## src/rtl/prog_if_pkg.sv

```systemverilog
// Shared definitions for the programming-key front end: FSM encoding,
// default timing constants and the auto-repeat multipliers.
package prog_if_pkg;

  typedef enum logic [2:0] {
    StIdle    = 3'd0,
    StPressDb = 3'd1,
    StLatch   = 3'd2,
    StPulse   = 3'd3,
    StHeld    = 3'd4,
    StRelDb   = 3'd5
  } prog_state_e;

  // 20 ms debounce and 1 ms strobe at 50 MHz
  localparam int unsigned DEF_DEBOUNCE_CYCLES = 1000000;
  localparam int unsigned DEF_PULSE_CYCLES    = 50000;
  localparam int unsigned DEF_CNT_W           = 20;

  // Auto-repeat delays, in units of the debounce time
  localparam int unsigned RPT_FIRST_MULT = 25;
  localparam int unsigned RPT_NEXT_MULT  = 10;

endpackage

```

## src/rtl/prog_key_conditioner_if.sv

```systemverilog
// Output bundle from the key conditioner to the memory programmer stage.
interface prog_key_conditioner_if;
  logic       prog_clock;
  logic       prog_wr_en;
  logic [7:0] prog_code;
  logic       busy;

  modport master (
    output prog_clock,
    output prog_wr_en,
    output prog_code,
    output busy
  );

  modport slave (
    input prog_clock,
    input prog_wr_en,
    input prog_code,
    input busy
  );
endinterface

```

## src/rtl/sync2.sv

```systemverilog
// Two-flop synchroniser for asynchronous inputs, with a configurable reset value.
module sync2 #(
  parameter int unsigned           WIDTH     = 1,
  parameter logic [WIDTH-1:0]      RESET_VAL = '0
) (
  input  logic             clock,
  input  logic             reset_N,
  input  logic [WIDTH-1:0] d,
  output logic [WIDTH-1:0] q
);

  logic [WIDTH-1:0] meta_q;
  logic [WIDTH-1:0] sync_q;

  // Metastability stage followed by the stable output stage
  always_ff @(posedge clock or negedge reset_N) begin
    if (!reset_N) begin
      meta_q <= RESET_VAL;
      sync_q <= RESET_VAL;
    end else begin
      meta_q <= d;
      sync_q <= meta_q;
    end
  end

  assign q = sync_q;

endmodule

```

## src/rtl/prog_key_conditioner.sv

```systemverilog
// Debounces the programming push button and produces one clean prog_clock
// strobe per accepted press, with switch data captured one cycle before the
// strobe rises and held until the next press.
// Optional macro AUTO_REPEAT_EN: while the key stays held, re-strobe after
// 25x the debounce time, then every 10x, recapturing the switches each time.
module prog_key_conditioner
  import prog_if_pkg::*;
#(
  parameter int unsigned DEBOUNCE_CYCLES = DEF_DEBOUNCE_CYCLES,
  parameter int unsigned PULSE_CYCLES    = DEF_PULSE_CYCLES,
  parameter int unsigned CNT_W           = DEF_CNT_W
) (
  input  logic                          clock,
  input  logic                          reset_N,
  input  logic                          key_N,
  input  logic                          sw_wr_en,
  input  logic [7:0]                    sw_code,
  prog_key_conditioner_if.master        prog
);

  localparam logic [CNT_W-1:0] DbLast    = CNT_W'(DEBOUNCE_CYCLES - 1);
  localparam logic [CNT_W-1:0] PulseLast = CNT_W'(PULSE_CYCLES - 1);

  logic       key_s;
  logic [8:0] sw_s;

  sync2 #(
    .WIDTH     (1),
    .RESET_VAL (1'b1)
  ) u_key_sync (
    .clock   (clock),
    .reset_N (reset_N),
    .d       (key_N),
    .q       (key_s)
  );

  sync2 #(
    .WIDTH     (9),
    .RESET_VAL (9'h000)
  ) u_sw_sync (
    .clock   (clock),
    .reset_N (reset_N),
    .d       ({sw_wr_en, sw_code}),
    .q       (sw_s)
  );

  prog_state_e      state_q, state_d;
  logic [CNT_W-1:0] timer_q, timer_d, timer_inc;
  logic             prog_clock_q;
  logic             prog_wr_en_q;
  logic [7:0]       prog_code_q;

  // Saturating increment: the timer never wraps
  assign timer_inc = (timer_q == '1) ? timer_q : timer_q + 1'b1;

`ifdef AUTO_REPEAT_EN
  localparam int unsigned   RptW         = $clog2(RPT_FIRST_MULT * DEBOUNCE_CYCLES + 1);
  localparam logic [RptW-1:0] RptFirstLast = RptW'(RPT_FIRST_MULT * DEBOUNCE_CYCLES - 1);
  localparam logic [RptW-1:0] RptNextLast  = RptW'(RPT_NEXT_MULT * DEBOUNCE_CYCLES - 1);

  logic [RptW-1:0] rpt_q, rpt_d, rpt_inc;
  logic            rpt_first_q, rpt_first_d;
  logic            rpt_fire;

  assign rpt_inc  = (rpt_q == '1) ? rpt_q : rpt_q + 1'b1;
  assign rpt_fire = !key_s && (rpt_q >= (rpt_first_q ? RptFirstLast : RptNextLast));

  // Repeat timer: first delay measured from HELD entry, later ones from each
  // re-latch so the strobe period is exactly the repeat interval
  always_comb begin
    rpt_d       = rpt_q;
    rpt_first_d = rpt_first_q;
    case (state_q)
      StIdle, StPressDb: begin
        rpt_d       = '0;
        rpt_first_d = 1'b1;
      end
      StRelDb: rpt_d = '0;
      StHeld: begin
        if (rpt_fire) begin
          rpt_d       = '0;
          rpt_first_d = 1'b0;
        end else if (!key_s) begin
          rpt_d = rpt_inc;
        end
      end
      StLatch, StPulse: begin
        if (!rpt_first_q) rpt_d = rpt_inc;
      end
      default: rpt_d = '0;
    endcase
  end

  // Repeat timer state
  always_ff @(posedge clock or negedge reset_N) begin
    if (!reset_N) begin
      rpt_q       <= '0;
      rpt_first_q <= 1'b1;
    end else begin
      rpt_q       <= rpt_d;
      rpt_first_q <= rpt_first_d;
    end
  end
`endif

  // Next-state and timer logic
  always_comb begin
    state_d = state_q;
    timer_d = timer_q;
    unique case (state_q)
      StIdle: begin
        timer_d = '0;
        if (!key_s) state_d = StPressDb;
      end
      StPressDb: begin
        if (key_s) begin
          state_d = StIdle;
          timer_d = '0;
        end else if (timer_q >= DbLast) begin
          state_d = StLatch;
          timer_d = '0;
        end else begin
          timer_d = timer_inc;
        end
      end
      StLatch: begin
        state_d = StPulse;
        timer_d = '0;
      end
      StPulse: begin
        // Key release here is ignored; HELD/REL_DB handle it
        if (timer_q >= PulseLast) begin
          state_d = StHeld;
          timer_d = '0;
        end else begin
          timer_d = timer_inc;
        end
      end
      StHeld: begin
        timer_d = '0;
        if (key_s) begin
          state_d = StRelDb;
        end
`ifdef AUTO_REPEAT_EN
        else if (rpt_fire) begin
          state_d = StLatch;
        end
`endif
      end
      StRelDb: begin
        if (!key_s) begin
          state_d = StHeld;
          timer_d = '0;
        end else if (timer_q >= DbLast) begin
          state_d = StIdle;
          timer_d = '0;
        end else begin
          timer_d = timer_inc;
        end
      end
      default: begin
        state_d = StIdle;
        timer_d = '0;
      end
    endcase
  end

  // State, timer and registered outputs; data is captured on LATCH entry so
  // it is stable a full cycle before prog_clock rises
  always_ff @(posedge clock or negedge reset_N) begin
    if (!reset_N) begin
      state_q      <= StIdle;
      timer_q      <= '0;
      prog_clock_q <= 1'b0;
      prog_wr_en_q <= 1'b0;
      prog_code_q  <= 8'h00;
    end else begin
      state_q      <= state_d;
      timer_q      <= timer_d;
      prog_clock_q <= (state_d == StPulse);
      if (state_d == StLatch) begin
        prog_wr_en_q <= sw_s[8];
        prog_code_q  <= sw_s[7:0];
      end
    end
  end

  assign prog.prog_clock = prog_clock_q;
  assign prog.prog_wr_en = prog_wr_en_q;
  assign prog.prog_code  = prog_code_q;
  assign prog.busy       = (state_q != StIdle);

endmodule

```

## src/flat_wrapper.sv

```systemverilog
// flat-port wrapper written by rule: the top's interface ports become plain ports
module prog_key_conditioner_flat import prog_if_pkg::*;
#(
  parameter int unsigned DEBOUNCE_CYCLES = DEF_DEBOUNCE_CYCLES,
  parameter int unsigned PULSE_CYCLES    = DEF_PULSE_CYCLES,
  parameter int unsigned CNT_W           = DEF_CNT_W
)
  (clock, reset_N, key_N, sw_wr_en, sw_code, prog_prog_clock, prog_prog_wr_en, prog_prog_code, prog_busy);
  prog_key_conditioner_if prog_i ();
  input  logic clock;
  input  logic reset_N;
  input  logic key_N;
  input  logic sw_wr_en;
  input  logic [7:0] sw_code;
  output wire logic [$bits(prog_i.prog_clock)-1:0] prog_prog_clock;
  output wire logic [$bits(prog_i.prog_wr_en)-1:0] prog_prog_wr_en;
  output wire logic [$bits(prog_i.prog_code)-1:0] prog_prog_code;
  output wire logic [$bits(prog_i.busy)-1:0] prog_busy;
  assign prog_prog_clock = prog_i.prog_clock;
  assign prog_prog_wr_en = prog_i.prog_wr_en;
  assign prog_prog_code = prog_i.prog_code;
  assign prog_busy = prog_i.busy;
  prog_key_conditioner #(.DEBOUNCE_CYCLES(DEBOUNCE_CYCLES), .PULSE_CYCLES(PULSE_CYCLES), .CNT_W(CNT_W)) u_core (.clock(clock), .reset_N(reset_N), .key_N(key_N), .sw_wr_en(sw_wr_en), .sw_code(sw_code), .prog(prog_i));
endmodule
```

## config.mk

```make
export PLATFORM = sky130hd
export DESIGN_NAME = prog_key_conditioner_flat
export DESIGN_NICKNAME = d
export VERILOG_FILES = /design/src/rtl/prog_if_pkg.sv /design/src/rtl/prog_key_conditioner_if.sv /design/src/rtl/sync2.sv /design/src/rtl/prog_key_conditioner.sv /design/src/flat_wrapper.sv
export SDC_FILE = /design/constraint.sdc
export NUM_CORES = 1
export LEC_CHECK = 0
export BUFFER_PORTS_ARGS = -buffer_cell sky130_fd_sc_hd__buf_2
export CAP_MARGIN = 30
export CORE_ASPECT_RATIO = 1.1
export CORE_UTILIZATION = 40
export CTS_BUF_LIST = sky130_fd_sc_hd__clkbuf_16
export DETAILED_ROUTE_END_ITERATION = 10
export PLACE_DENSITY = 0.7
export SYNTH_ARGS = -nofsm -noshare
export SYNTH_HDL_FRONTEND = slang
export SYNTH_HIERARCHICAL = 1
export SYNTH_SLANG_ARGS = --single-unit
```

## constraint.sdc

```tcl
create_clock -name clock -period 5.3 [get_ports clock]
set_input_delay 0.265 -clock clock [delete_from_list [all_inputs] [get_ports clock]]
set_output_delay 0.265 -clock clock [all_outputs]
set_load 0.01 [all_outputs]
```

==> results of run 1 <==
==> cells in the mapped netlist (2+ instances only) <==
cell,instances,area [um^2]
a211oi_1,2,15.0
a21oi_1,4,20.0
buf_2,5,25.0
dfrtp_1,51,1280
dfstp_2,2,52.6
inv_1,4,15.0
mux2_4,9,135
mux2i_1,3,30.0
nand2_1,19,71.3
nand3_1,12,60.1
nand4_1,3,18.8
nor2_1,28,105
nor3_1,7,35.0
nor4_1,3,18.8
o21ai_0,4,20.0
or3_1,2,12.5
xnor2_1,8,70.1
xor2_1,4,35.0
==> final timing paths <==
| kind | end | depth (start not counted) | from |
|---|---|---|---|
| min in group asynchronous | u_core/prog.prog_code[7] | 2 | reset_N |
| min reg2reg | u_core/u_sw_sync/q[0] | 0 | u_core/u_sw_sync/meta_q[0] |
| max reg2reg | u_core/timer_q[17] | 8 | u_core/timer_q[0] |
| min | u_core/u_key_sync/meta_q | 1 | key_N |
| max | u_core/timer_q[17] | 8 | u_core/timer_q[0] |
| max in group asynchronous | u_core/timer_q[19] | 2 | reset_N |
==> metal layers <==
metal	part of all wire (%)	vias to the layer above
li1	-	703
met1	48	692
met2	48	19
met3	3.0	4
met4	1.5	0
met5	0	-
==> area by class of cell <==
type                            instances  area, um^2  area share, %
Sequential cell                        53        1330           52.1
Multi-Input combinational cell        129         842           33.0
Clock buffer                            5         125           4.90
Timing Repair Buffer                   24         125           4.90
Tap cell                               75        93.8           3.68
Clock inverter                          3        22.5          0.882
Inverter                                4        15.0          0.588
==> state kept, by name, indices dropped and copies added (netlist names) <==
register,count
u_core/prog.prog_clock,1
u_core/prog.prog_code,8
u_core/prog.prog_wr_en,1
u_core/state_q,3
u_core/timer_q,20
u_core/u_key_sync/meta_q,1
u_core/u_key_sync/q,1
u_core/u_sw_sync/meta_q,9
u_core/u_sw_sync/q,9
==> report_power, final <==
part / internal [W] / switching [W]
logic: 0.00000622 / 0.0000124
registers: 0.000414 / 0.00000325
clock network: 0.000176 / 0.000136
==> kinds of logic after synthesis <==
family	synth area share, %
and+or+nand+nor	18.9
DFF	59.8
AOI/OAI and AO/OA	6.31
xor gates and xnor gates	4.73
muxes	7.43
buffers and inverters	2.31
adders and majority gates	0.563
==> metrics by stage <==
step	instances	instance area, um^2	util (%)	power, W
after detailed placement	285	2400	44.9	0.000444
after global routing	293	2550	47.6	0.000775
after floorplan	192	2220	-	0.000429
after global placement	285	2400	44.9	0.000443
final	293	2550	47.6	0.000747
after CTS	293	2550	47.6	0.000757
==> critical path: stages, from the launching register on <==
cell and delay (ns):
dfrtp_1 0.38, ha_1 0.19, nand3_2 0.11, o211a_1 0.26, o311ai_2 0.30, a22oi_1 0.13, o21ai_1 0.56, buf_4 0.30
a21oi_1 0.06
==> tab_implementation.tex, run 1 <==
\begin{tabular}{lr}
\hline
Metric & Value \\
\hline
\multicolumn{2}{l}{\textbf{Status}} \\
\quad Status & completed \\
\multicolumn{2}{l}{\textbf{Flow run}} \\
\quad Max-cap check violation count & 0 \\
\multicolumn{2}{l}{\textbf{Floorplan}} \\
\quad Starting density of the core & between 40\% and 50\% \\
\quad Area of the core & 5360 um\^{}2 \\
\quad I/O Pins & 23 \\
\quad Number of rows in the core area & 28 \\
\quad Die Footprint & $\sim$6000 um\^{}2 \\
\quad Height of the chip & 80.2 um \\
\quad Chip Width & 73.1 um \\
\multicolumn{2}{l}{\textbf{Global route}} \\
\quad Number of antenna violations at the first check in global routing & 0 \\
\quad Met3 capacity usage during global routing & between 4 and 5\% \\
\quad Most used routing layer in global routing & met2 \\
\quad Number of global-route vias before repair & 1356 \\
\quad Aggregate global-route resource usage & about 14\% \\
\quad Met2 Resource Use GR & 22.2\% \\
\quad GR Overflow Total & 0 \\
\quad Global routing usage on met1 & $\sim$18\% \\
\quad Largest net degree at the start of global routing & 54 \\
\quad Wire length of the first global-routing pass & 6180 um \\
\multicolumn{2}{l}{\textbf{STA}} \\
\quad Final hold violation count & 0 \\
\quad Fin worst setup slack & 2.87 ns \\
\quad Final critical-path share of the clock period & 45.8\% \\
\quad Headroom to the max-slew limit & a little over half \\
\quad Slew @ Worst Pin & 0.687 ns \\
\quad Final setup violation count & 0 \\
\quad Max-slew violations & 0 \\
\quad Total Neg Setup Slack & 0 ns \\
\quad Clock period minus final worst setup slack & 2.43 ns \\
\quad Worst setup skew after layout & approximately 0.0033 ns \\
\quad Fmax & 0.412 GHz \\
\quad Final worst hold slack & 0.0749 ns \\
\quad RSZ-0062 raised after global routing & no \\
\multicolumn{2}{l}{\textbf{Placement}} \\
\quad Half-perimeter wire length of the detailed placement result & 2660 um \\
\quad Number of port buffers & 22 \\
\quad Final Wtd Congestion & just under 0.8 \\
\quad Worst setup slack after placement & 2.87 ns \\
\multicolumn{2}{l}{\textbf{Logic synthesis}} \\
\quad Cell area after synthesis & 2220 um\^{}2 \\
\quad Unique masters post-synth & 40 \\
\quad Post-synth EDFFs & 0 \\
\quad Average size of a mapped cell & 11.6 um\^{}2 \\
\quad Count of synthesis-stage warnings from yosys & 6 \\
\quad Net Count, Synth & 205 \\
\quad Post-Syn Instances & 192 \\
\quad Flip-flop cell with the highest count after synthesis & dfrtp\_1 \\
\quad Share of synthesized registers carrying an async set or reset & 100\% \\
\quad Flip-flop and latch count after synthesis & 53 \\
\quad Share of the yosys chip area belonging to registers & 59.8\% \\
\multicolumn{2}{l}{\textbf{Layout}} \\
\quad Net count reported at finish & 230 \\
\quad Antenna cell count & 0 \\
\quad Area growth from synthesis to final layout & 14.9\% \\
\quad Count of fill cells added during filler insertion & 498 \\
\quad Share of post-route cells with drive strength above 1 & 23.4\% \\
\quad Most common cell after layout, fill and taps aside & dfrtp\_1 \\
\quad Leading cell types in the layout, fill and taps excluded & 51 x dfrtp\_1, 28 x nor2\_1, 22 x buf\_2, 19 x nand2\_1, 12 x nand3\_1 \\
\multicolumn{2}{l}{\textbf{CTS}} \\
\quad CTS sink cnt & 53 \\
\quad Maximum clock path buffer count & 2 \\
\quad \# resized after CTS & 0 \\
\quad H-tree levels & 2 \\
\quad Clock edge transition at the registers on the reported setup and hold paths & 0.07 ns \\
\quad Number of buffers added to fix hold violations after cts & 0 \\
\quad Clock tree root driver cell & clkbuf\_16 \\
\quad Clock latency reported for the late side of the worst-skew pair & 0.28 ns \\
\quad TritonCTS clock tree & yes \\
\quad Clock buffers created by TritonCTS & 5 \\
\quad Post-CTS setup-driven buffer insertion count & 0 \\
\multicolumn{2}{l}{\textbf{Power}} \\
\quad Worst vdd ir & approximately 0.23 mV \\
\quad Static Leak & 1.16 nW \\
\quad Total power density per cell area & 293 nW/um\^{}2 \\
\multicolumn{2}{l}{\textbf{Detailed routing}} \\
\quad Routed wire per std cell & approximately 13 um \\
\quad First DRT Iteration DRCs & 124 \\
\quad Post-DRT Antenna Nets & 0 \\
\quad Number of vias per cell after detailed routing & between 4 and 5 \\
\quad DR vias & 1418 \\
\quad Number of design rule violations left after detail routing & 0 \\
\quad Sum of routed wire length over all layers & 3790 um \\
\quad Number of iterations in the first detailed-routing pass & 4 \\
\multicolumn{2}{l}{\textbf{Worst setup path}} \\
\quad Type of element capturing the critical path & register \\
\quad Worst Path Arrival & between 2 and 3 ns \\
\quad Type of element launching the critical path & register \\
\quad Class of the most critical setup path & register to register \\
\quad Highest net fanout along the worst path & 11 \\
\quad Setup slack on the worst flop-to-flop path & roughly 2.9 ns \\
\quad Worst path required time & 5.45 ns \\
\multicolumn{2}{l}{\textbf{Worst hold path}} \\
\quad Hold crit path type & primary input to register \\
\hline
\end{tabular}
Power figures use the tool's default switching activity.
==> inputs of run 2 (changes only) <==
clock period = 2.51 ns   (was 5.3 ns; I/O delays follow)
==> run 2 against run 1 <==
Power rose by 110%. Register-to-register slack got worse by 2.6 ns. Largest cell class unchanged. Clock skew rose by 0.0029 ns.
==> tab_implementation.tex, run 2 (synthesis results as in run 1) <==
\begin{tabular}{lr}
\hline
Metric & Value \\
\hline
\multicolumn{2}{l}{\textbf{Status}} \\
\quad Status & completed \\
\multicolumn{2}{l}{\textbf{STA}} \\
\quad Worst setup skew after layout & 0.00617 ns (+0.00292 ns) \\
\quad Clock period minus final worst setup slack & 2.25 ns (-0.179 ns) \\
\quad Final hold violation count & 0 (unchanged) \\
\quad RSZ-0062 raised after global routing & no \\
\quad Headroom to the max-slew limit & 68.6\% (+15 points) \\
\quad Final critical-path share of the clock period & 89.6\% (+44 points) \\
\quad Max-slew violations & 0 (unchanged) \\
\quad Total Neg Setup Slack & 0 ns (unchanged) \\
\quad Final setup violation count & 0 (unchanged) \\
\quad Slew @ Worst Pin & 0.471 ns (-0.217 ns) \\
\quad Fmax & 0.445 GHz (+8.0\%) \\
\multicolumn{2}{l}{\textbf{Layout}} \\
\quad Post-layout util & 49.8\% (+2.2 points) \\
\quad Number of flip-flops in the largest register & 20 (unchanged) \\
\quad Share of post-route cells with drive strength above 1 & 22.6\% (-0.79 points) \\
\quad Net count reported at finish & 242 (+5.2\%) \\
\quad Most common cell after layout, fill and taps aside & dfrtp\_1 \\
\quad Antenna cell count & 0 (unchanged) \\
\quad Area growth from synthesis to final layout & 20.1\% \\
\quad Leading cell types in the layout, fill and taps excluded & 51 x dfrtp\_1, 28 x nor2\_1, 22 x buf\_2, 19 x nand2\_1, 12 x nand3\_1 \\
\quad Count of fill cells added during filler insertion & 469 (-5.8\%) \\
\quad Largest reg by FF count & u\_core/timer\_q \\
\multicolumn{2}{l}{\textbf{Worst setup path}} \\
\quad Class of the most critical setup path & register to register \\
\quad Highest net fanout along the worst path & 10 (-1) \\
\quad Worst Path Arrival & 2.42 ns (-0.16 ns) \\
\quad Type of element capturing the critical path & register \\
\quad Worst path required time & 2.68 ns (-2.77 ns) \\
\quad Type of element launching the critical path & register \\
\multicolumn{2}{l}{\textbf{Floorplan}} \\
\quad I/O Pins & 23 (unchanged) \\
\quad Chip Width & 73.1 um (unchanged) \\
\quad Height of the chip & 80.2 um (unchanged) \\
\quad Number of rows in the core area & 28 (unchanged) \\
\quad Area of the core & 5360 um\^{}2 (unchanged) \\
\quad Die Footprint & 5860 um\^{}2 (unchanged) \\
\quad Starting density of the core & 41.5\% (unchanged) \\
\multicolumn{2}{l}{\textbf{Detailed routing}} \\
\quad Number of vias per cell after detailed routing & 4.92 (+1.6\%) \\
\quad Post-DRT Antenna Nets & 0 (unchanged) \\
\quad Routed wire per std cell & 12.9 um (about the same) \\
\quad DR vias & 1500 (+5.8\%) \\
\quad First DRT Iteration DRCs & 114 (-8.1\%) \\
\quad Sum of routed wire length over all layers & 3940 um (+4.0\%) \\
\quad Number of iterations in the first detailed-routing pass & 6 (+2) \\
\quad Number of design rule violations left after detail routing & 0 (unchanged) \\
\multicolumn{2}{l}{\textbf{Global route}} \\
\quad Aggregate global-route resource usage & 14.8\% (+0.69 points) \\
\quad Number of antenna violations at the first check in global routing & 0 (unchanged) \\
\quad Number of global-route vias before repair & 1457 (+7.4\%) \\
\quad Wire length of the first global-routing pass & 6600 um (+6.8\%) \\
\quad GR Overflow Total & 0 (unchanged) \\
\quad Largest net degree at the start of global routing & 34 (-37\%) \\
\multicolumn{2}{l}{\textbf{CTS}} \\
\quad TritonCTS clock tree & yes \\
\quad Clock tree root driver cell & clkbuf\_16 \\
\quad Clock buffers created by TritonCTS & 5 (unchanged) \\
\quad Clock edge transition at the registers on the reported setup and hold paths & 0.07 ns (about the same) \\
\quad Post-CTS setup-driven buffer insertion count & 0 (unchanged) \\
\quad Clock latency reported for the late side of the worst-skew pair & 0.29 ns (about the same) \\
\quad H-tree levels & 2 (unchanged) \\
\quad \# resized after CTS & 0 (unchanged) \\
\quad CTS sink cnt & 53 (unchanged) \\
\quad Maximum clock path buffer count & 2 (unchanged) \\
\multicolumn{2}{l}{\textbf{Placement}} \\
\quad Half-perimeter wire length of the detailed placement result & 2660 um (about the same) \\
\quad Number of port buffers & 22 (unchanged) \\
\quad Final Wtd Congestion & 0.803 (+2.5\%) \\
\multicolumn{2}{l}{\textbf{Flow run}} \\
\quad Max-cap check violation count & 0 (unchanged) \\
\multicolumn{2}{l}{\textbf{Power}} \\
\quad Final Total Pwr & 0.00160 W (+110\%) \\
\quad Total power density per cell area & 601 nW/um\^{}2 (+110\%) \\
\quad Static Leak & 1.20 nW (+4.1\%) \\
\quad Worst vdd ir & 0.371 mV (+61\%) \\
\multicolumn{2}{l}{\textbf{Worst hold path}} \\
\quad Hold crit path type & primary input to asynchronous set/reset pin \\
\hline
\end{tabular}
-- run 2: cell type report --
cell class                 count  area, um^2  share of cell area (%)
sequential                    53        1330                    49.8
multi-input combinational    129         842                    31.6
timing repair buffer          36         243                    9.10
clock buffer                   5         125                    4.69
tap                           75        93.8                    3.52
clock inverter                 3        21.3                   0.797
inverter                       4        15.0                   0.563
-- run 2: final timing paths --
kind / slack [ns] / start / cells after the start / to
worst max-delay path: 0.26 / u_core/timer_q[0] / 7 / u_core/prog.prog_wr_en
worst min-delay path: 0.32 / reset_N / 2 / u_core/state_q[0]
worst max register to register: 0.26 / u_core/timer_q[0] / 7 / u_core/prog.prog_wr_en
worst min register to register: 0.35 / u_core/u_sw_sync/meta_q[7] / 0 / u_core/u_sw_sync/q[7]
max in group asynchronous: 1.37 / reset_N / 3 / u_core/u_key_sync/q
min in group clock: 0.35 / u_core/u_sw_sync/meta_q[7] / 0 / u_core/u_sw_sync/q[7]
-- run 2: worst max-delay path: stages, from the launching register on --
cell	delay (ns)
dfrtp_1	0.38
ha_1	0.19
nand3_2	0.11
o211a_1	0.26
o311ai_2	0.35
and3_4	0.25
nand2b_2	0.22
mux2_4	0.36
-- run 2: per-stage QoR --
step	std cells	area, um^2	hold slack [ns]	setup WS, ns
after detailed placement	286	2410	0.103	0.284
after global routing	305	2670	0.356	0.150
after floorplan	192	2220	-0.170	0.507
final	305	2670	0.323	0.260
after CTS	305	2670	0.337	0.265
after global placement	286	2410	0.0979	0.371
-- run 2: metal layers --
metal	share of wire [%]	global-route usage [%]	vias up
li1	-	-	731
met1	45	18.6	728
met2	50	24.4	33
met3	3.9	3.51	8
met4	1.7	5.69	0
met5	0	0	-
-- run 2: report_power, final --
part	internal, W	leakage, nW	total (W)	switching [W]
sequential	0.000874	0.689	0.000881	0.00000717
clock	0.000371	0.0702	0.000669	0.000298
combinational	0.0000242	0.446	0.0000531	0.0000289
total	0.00127	1.20	0.00160	0.000334
-- run 2: repair_timing --
action	in CTS	in global routing
hold buffers	11	0
endpoints found under the setup margin	0	0
endpoints found under the hold margin	30	0
==> inputs of run 3 (changes only) <==
CAP_MARGIN = 0   (was 30)
PLACE_DENSITY = unset   (was 0.7)
PLACE_DENSITY_LB_ADDON = 0.1   (was unset)
==> run 3 against run 2 <==
Power is 7.2% higher. Wire length is 0.23% higher. Sequential power hardly changed. Non-clock buffer count is 1 higher. Design area is 1.3% higher. Critical endpoint is now u_core/prog.prog_code[3]. Fmax is 0.63% higher.
==> tab_implementation.tex, run 3 (synthesis results as in run 1) <==
\begin{tabular}{lr}
\hline
Metric & Value \\
\hline
\multicolumn{2}{l}{\textbf{Layout}} \\
\quad Antenna cell count & 0 (unchanged) \\
\quad Net count reported at finish & 243 (+0.41\%) \\
\quad Leading cell types in the layout, fill and taps excluded & 51 x dfrtp\_1, 28 x nor2\_1, 22 x buf\_2, 19 x nand2\_1, 12 x nand3\_1 \\
\quad Share of post-route cells with drive strength above 1 & 22.9\% (+0.34 points) \\
\quad Final cell count without fillers & 306 (+0.33\%) \\
\quad Area growth from synthesis to final layout & 21.6\% \\
\quad Count of fill cells added during filler insertion & 461 (-1.7\%) \\
\quad Largest reg by FF count & u\_core/timer\_q \\
\quad Post-route cell area & 2700 um\^{}2 (+1.3\%) \\
\quad Number of flip-flops in the largest register & 20 (unchanged) \\
\quad Post-layout util & 50.4\% (+0.63 points) \\
\quad Most common cell after layout, fill and taps aside & dfrtp\_1 \\
\multicolumn{2}{l}{\textbf{Placement}} \\
\quad Half-perimeter wire length of the detailed placement result & 2780 um (+4.4\%) \\
\quad Total placed cells including tap cells & 287 (+0.35\%) \\
\quad Final Wtd Congestion & 0.818 (+1.9\%) \\
\quad DP Area & 2420 um\^{}2 (+0.31\%) \\
\quad Number of port buffers & 22 (unchanged) \\
\multicolumn{2}{l}{\textbf{STA}} \\
\quad Slew @ Worst Pin & 0.534 ns (+0.0630 ns) \\
\quad Worst setup skew after layout & 0.00514 ns (-0.00102 ns) \\
\quad Total Neg Setup Slack & 0 ns (unchanged) \\
\quad Max-slew violations & 0 (unchanged) \\
\quad Fmax & 0.447 GHz (+0.63\%) \\
\quad Final critical-path share of the clock period & 89.1\% (-0.56 points) \\
\quad Headroom to the max-slew limit & 64.1\% (-4.5 points) \\
\quad Final setup violation count & 0 (unchanged) \\
\quad RSZ-0062 raised after global routing & no \\
\quad Clock period minus final worst setup slack & 2.24 ns (-0.0140 ns) \\
\quad Final hold violation count & 0 (unchanged) \\
\multicolumn{2}{l}{\textbf{Global route}} \\
\quad Aggregate global-route resource usage & 15.4\% (+0.63 points) \\
\quad Number of antenna violations at the first check in global routing & 0 (unchanged) \\
\quad Number of global-route vias before repair & 1510 (+3.6\%) \\
\quad Wire length of the first global-routing pass & 6780 um (+2.8\%) \\
\quad GR Overflow Total & 0 (unchanged) \\
\quad Largest net degree at the start of global routing & 39 (+15\%) \\
\multicolumn{2}{l}{\textbf{Detailed routing}} \\
\quad First DRT Iteration DRCs & 61 (-46\%) \\
\quad Post-DRT Antenna Nets & 0 (unchanged) \\
\quad Sum of routed wire length over all layers & 3950 um (+0.23\%) \\
\quad DR vias & 1472 (-1.9\%) \\
\quad Number of iterations in the first detailed-routing pass & 4 (-2) \\
\quad Routed wire per std cell & 12.9 um (about the same) \\
\quad Number of design rule violations left after detail routing & 0 (unchanged) \\
\quad Number of vias per cell after detailed routing & 4.81 (-2.2\%) \\
\multicolumn{2}{l}{\textbf{Worst setup path}} \\
\quad Worst path required time & 2.68 ns (about the same) \\
\quad Setup slack on the worst flop-to-flop path & 0.27 ns (about the same) \\
\quad Source of the critical timing path & u\_core/timer\_q[0] \\
\quad Type of element capturing the critical path & register \\
\quad Worst reg2reg path startpoint & u\_core/timer\_q[0] \\
\quad Worst-case reg-to-reg path depth & 7 (unchanged) \\
\quad Type of element launching the critical path & register \\
\quad Highest net fanout along the worst path & 10 (unchanged) \\
\quad Class of the most critical setup path & register to register \\
\quad Worst Path Arrival & 2.41 ns (about the same) \\
\multicolumn{2}{l}{\textbf{Floorplan}} \\
\quad Die Footprint & 5860 um\^{}2 (unchanged) \\
\quad Starting density of the core & 41.5\% (unchanged) \\
\quad I/O Pins & 23 (unchanged) \\
\quad Area of the core & 5360 um\^{}2 (unchanged) \\
\quad Height of the chip & 80.2 um (unchanged) \\
\quad Number of rows in the core area & 28 (unchanged) \\
\quad Chip Width & 73.1 um (unchanged) \\
\multicolumn{2}{l}{\textbf{CTS}} \\
\quad CTS sink cnt & 53 (unchanged) \\
\quad \# resized after CTS & 0 (unchanged) \\
\quad H-tree levels & 2 (unchanged) \\
\quad Clock latency reported for the late side of the worst-skew pair & 0.29 ns (about the same) \\
\quad Clock edge transition at the registers on the reported setup and hold paths & 0.07 ns (about the same) \\
\quad Maximum clock path buffer count & 2 (unchanged) \\
\quad Clock buffers created by TritonCTS & 5 (unchanged) \\
\quad Clock tree root driver cell & clkbuf\_16 \\
\quad TritonCTS clock tree & yes \\
\multicolumn{2}{l}{\textbf{Power}} \\
\quad Total power density per cell area & 636 nW/um\^{}2 (+5.9\%) \\
\quad Final Total Pwr & 0.00172 W (+7.2\%) \\
\quad Worst vdd ir & 0.390 mV (+5.0\%) \\
\quad Static Leak & 1.22 nW (+1.6\%) \\
\multicolumn{2}{l}{\textbf{Worst hold path}} \\
\quad Hold crit path type & primary input to asynchronous set/reset pin \\
\multicolumn{2}{l}{\textbf{Status}} \\
\quad Status & completed \\
\multicolumn{2}{l}{\textbf{Flow run}} \\
\quad Max-cap check violation count & 0 (unchanged) \\
\hline
\end{tabular}
run 3: final timing paths:
path	to
max	u_core/prog.prog_code[3]
min	u_core/timer_q[16]
max reg2reg	u_core/prog.prog_code[3]
min reg2reg	u_core/u_sw_sync/q[6]
max in group asynchronous	u_core/u_key_sync/q
min in group clock	u_core/u_sw_sync/q[6]
run 3: critical path, cell delays in order, from the launching register on:
cell and delay, ns:
dfrtp_1 0.39, ha_1 0.20, nand3_2 0.12, o211a_1 0.27
o311ai_2 0.33, and3_4 0.25, nand2b_2 0.21, mux2_4 0.37
run 3: layout make-up:
cell class                 instances  area (um^2)  area share, %
sequential                        53         1330           49.2
timing repair buffer              37          250           9.26
clock buffer                       5          125           4.63
tap                               75         93.8           3.47
multi-input combinational        129          842           31.2
inverter                           4         15.0          0.556
clock inverter                     3         47.5           1.76
run 3: per-layer routing:
layer | share of wire, % | wire length, um | track usage [%] | vias to the layer above
li1 | - | - | - | 736
met1 | 47 | 1850 | 18.4 | 706
met2 | 49 | 1950 | 26.4 | 26
met3 | 2.7 | 106 | 2.89 | 4
met4 | 1.3 | 52 | 7.65 | 0
met5 | 0 | 0 | 0 | -
run 3: report_power, final:
| part | total (W) | leakage [nW] | switching, W | internal, W |
|---|---|---|---|---|
| clock network | 0.000786 | 0.0848 | 0.000308 | 0.000478 |
| logic | 0.0000521 | 0.450 | 0.0000279 | 0.0000242 |
| registers | 0.000880 | 0.689 | 0.00000716 | 0.000873 |
| total | 0.00172 | 1.22 | 0.000344 | 0.00138 |
run 3: per-stage QoR:
stage / setup WS [ns] / hold slack [ns]
finish: 0.274 / 0.277
CTS: 0.266 / 0.294
global placement: 0.310 / 0.0580
floorplan: 0.507 / -0.170
detailed placement: 0.293 / 0.0615
global route: 0.154 / 0.319
run 3: what timing repair did:
| action | in CTS | in global routing |
|---|---|---|
| setup buffers | 0 | 0 |
| hold buffers | 11 | 0 |
| hold endpoints to repair | 25 | 0 |
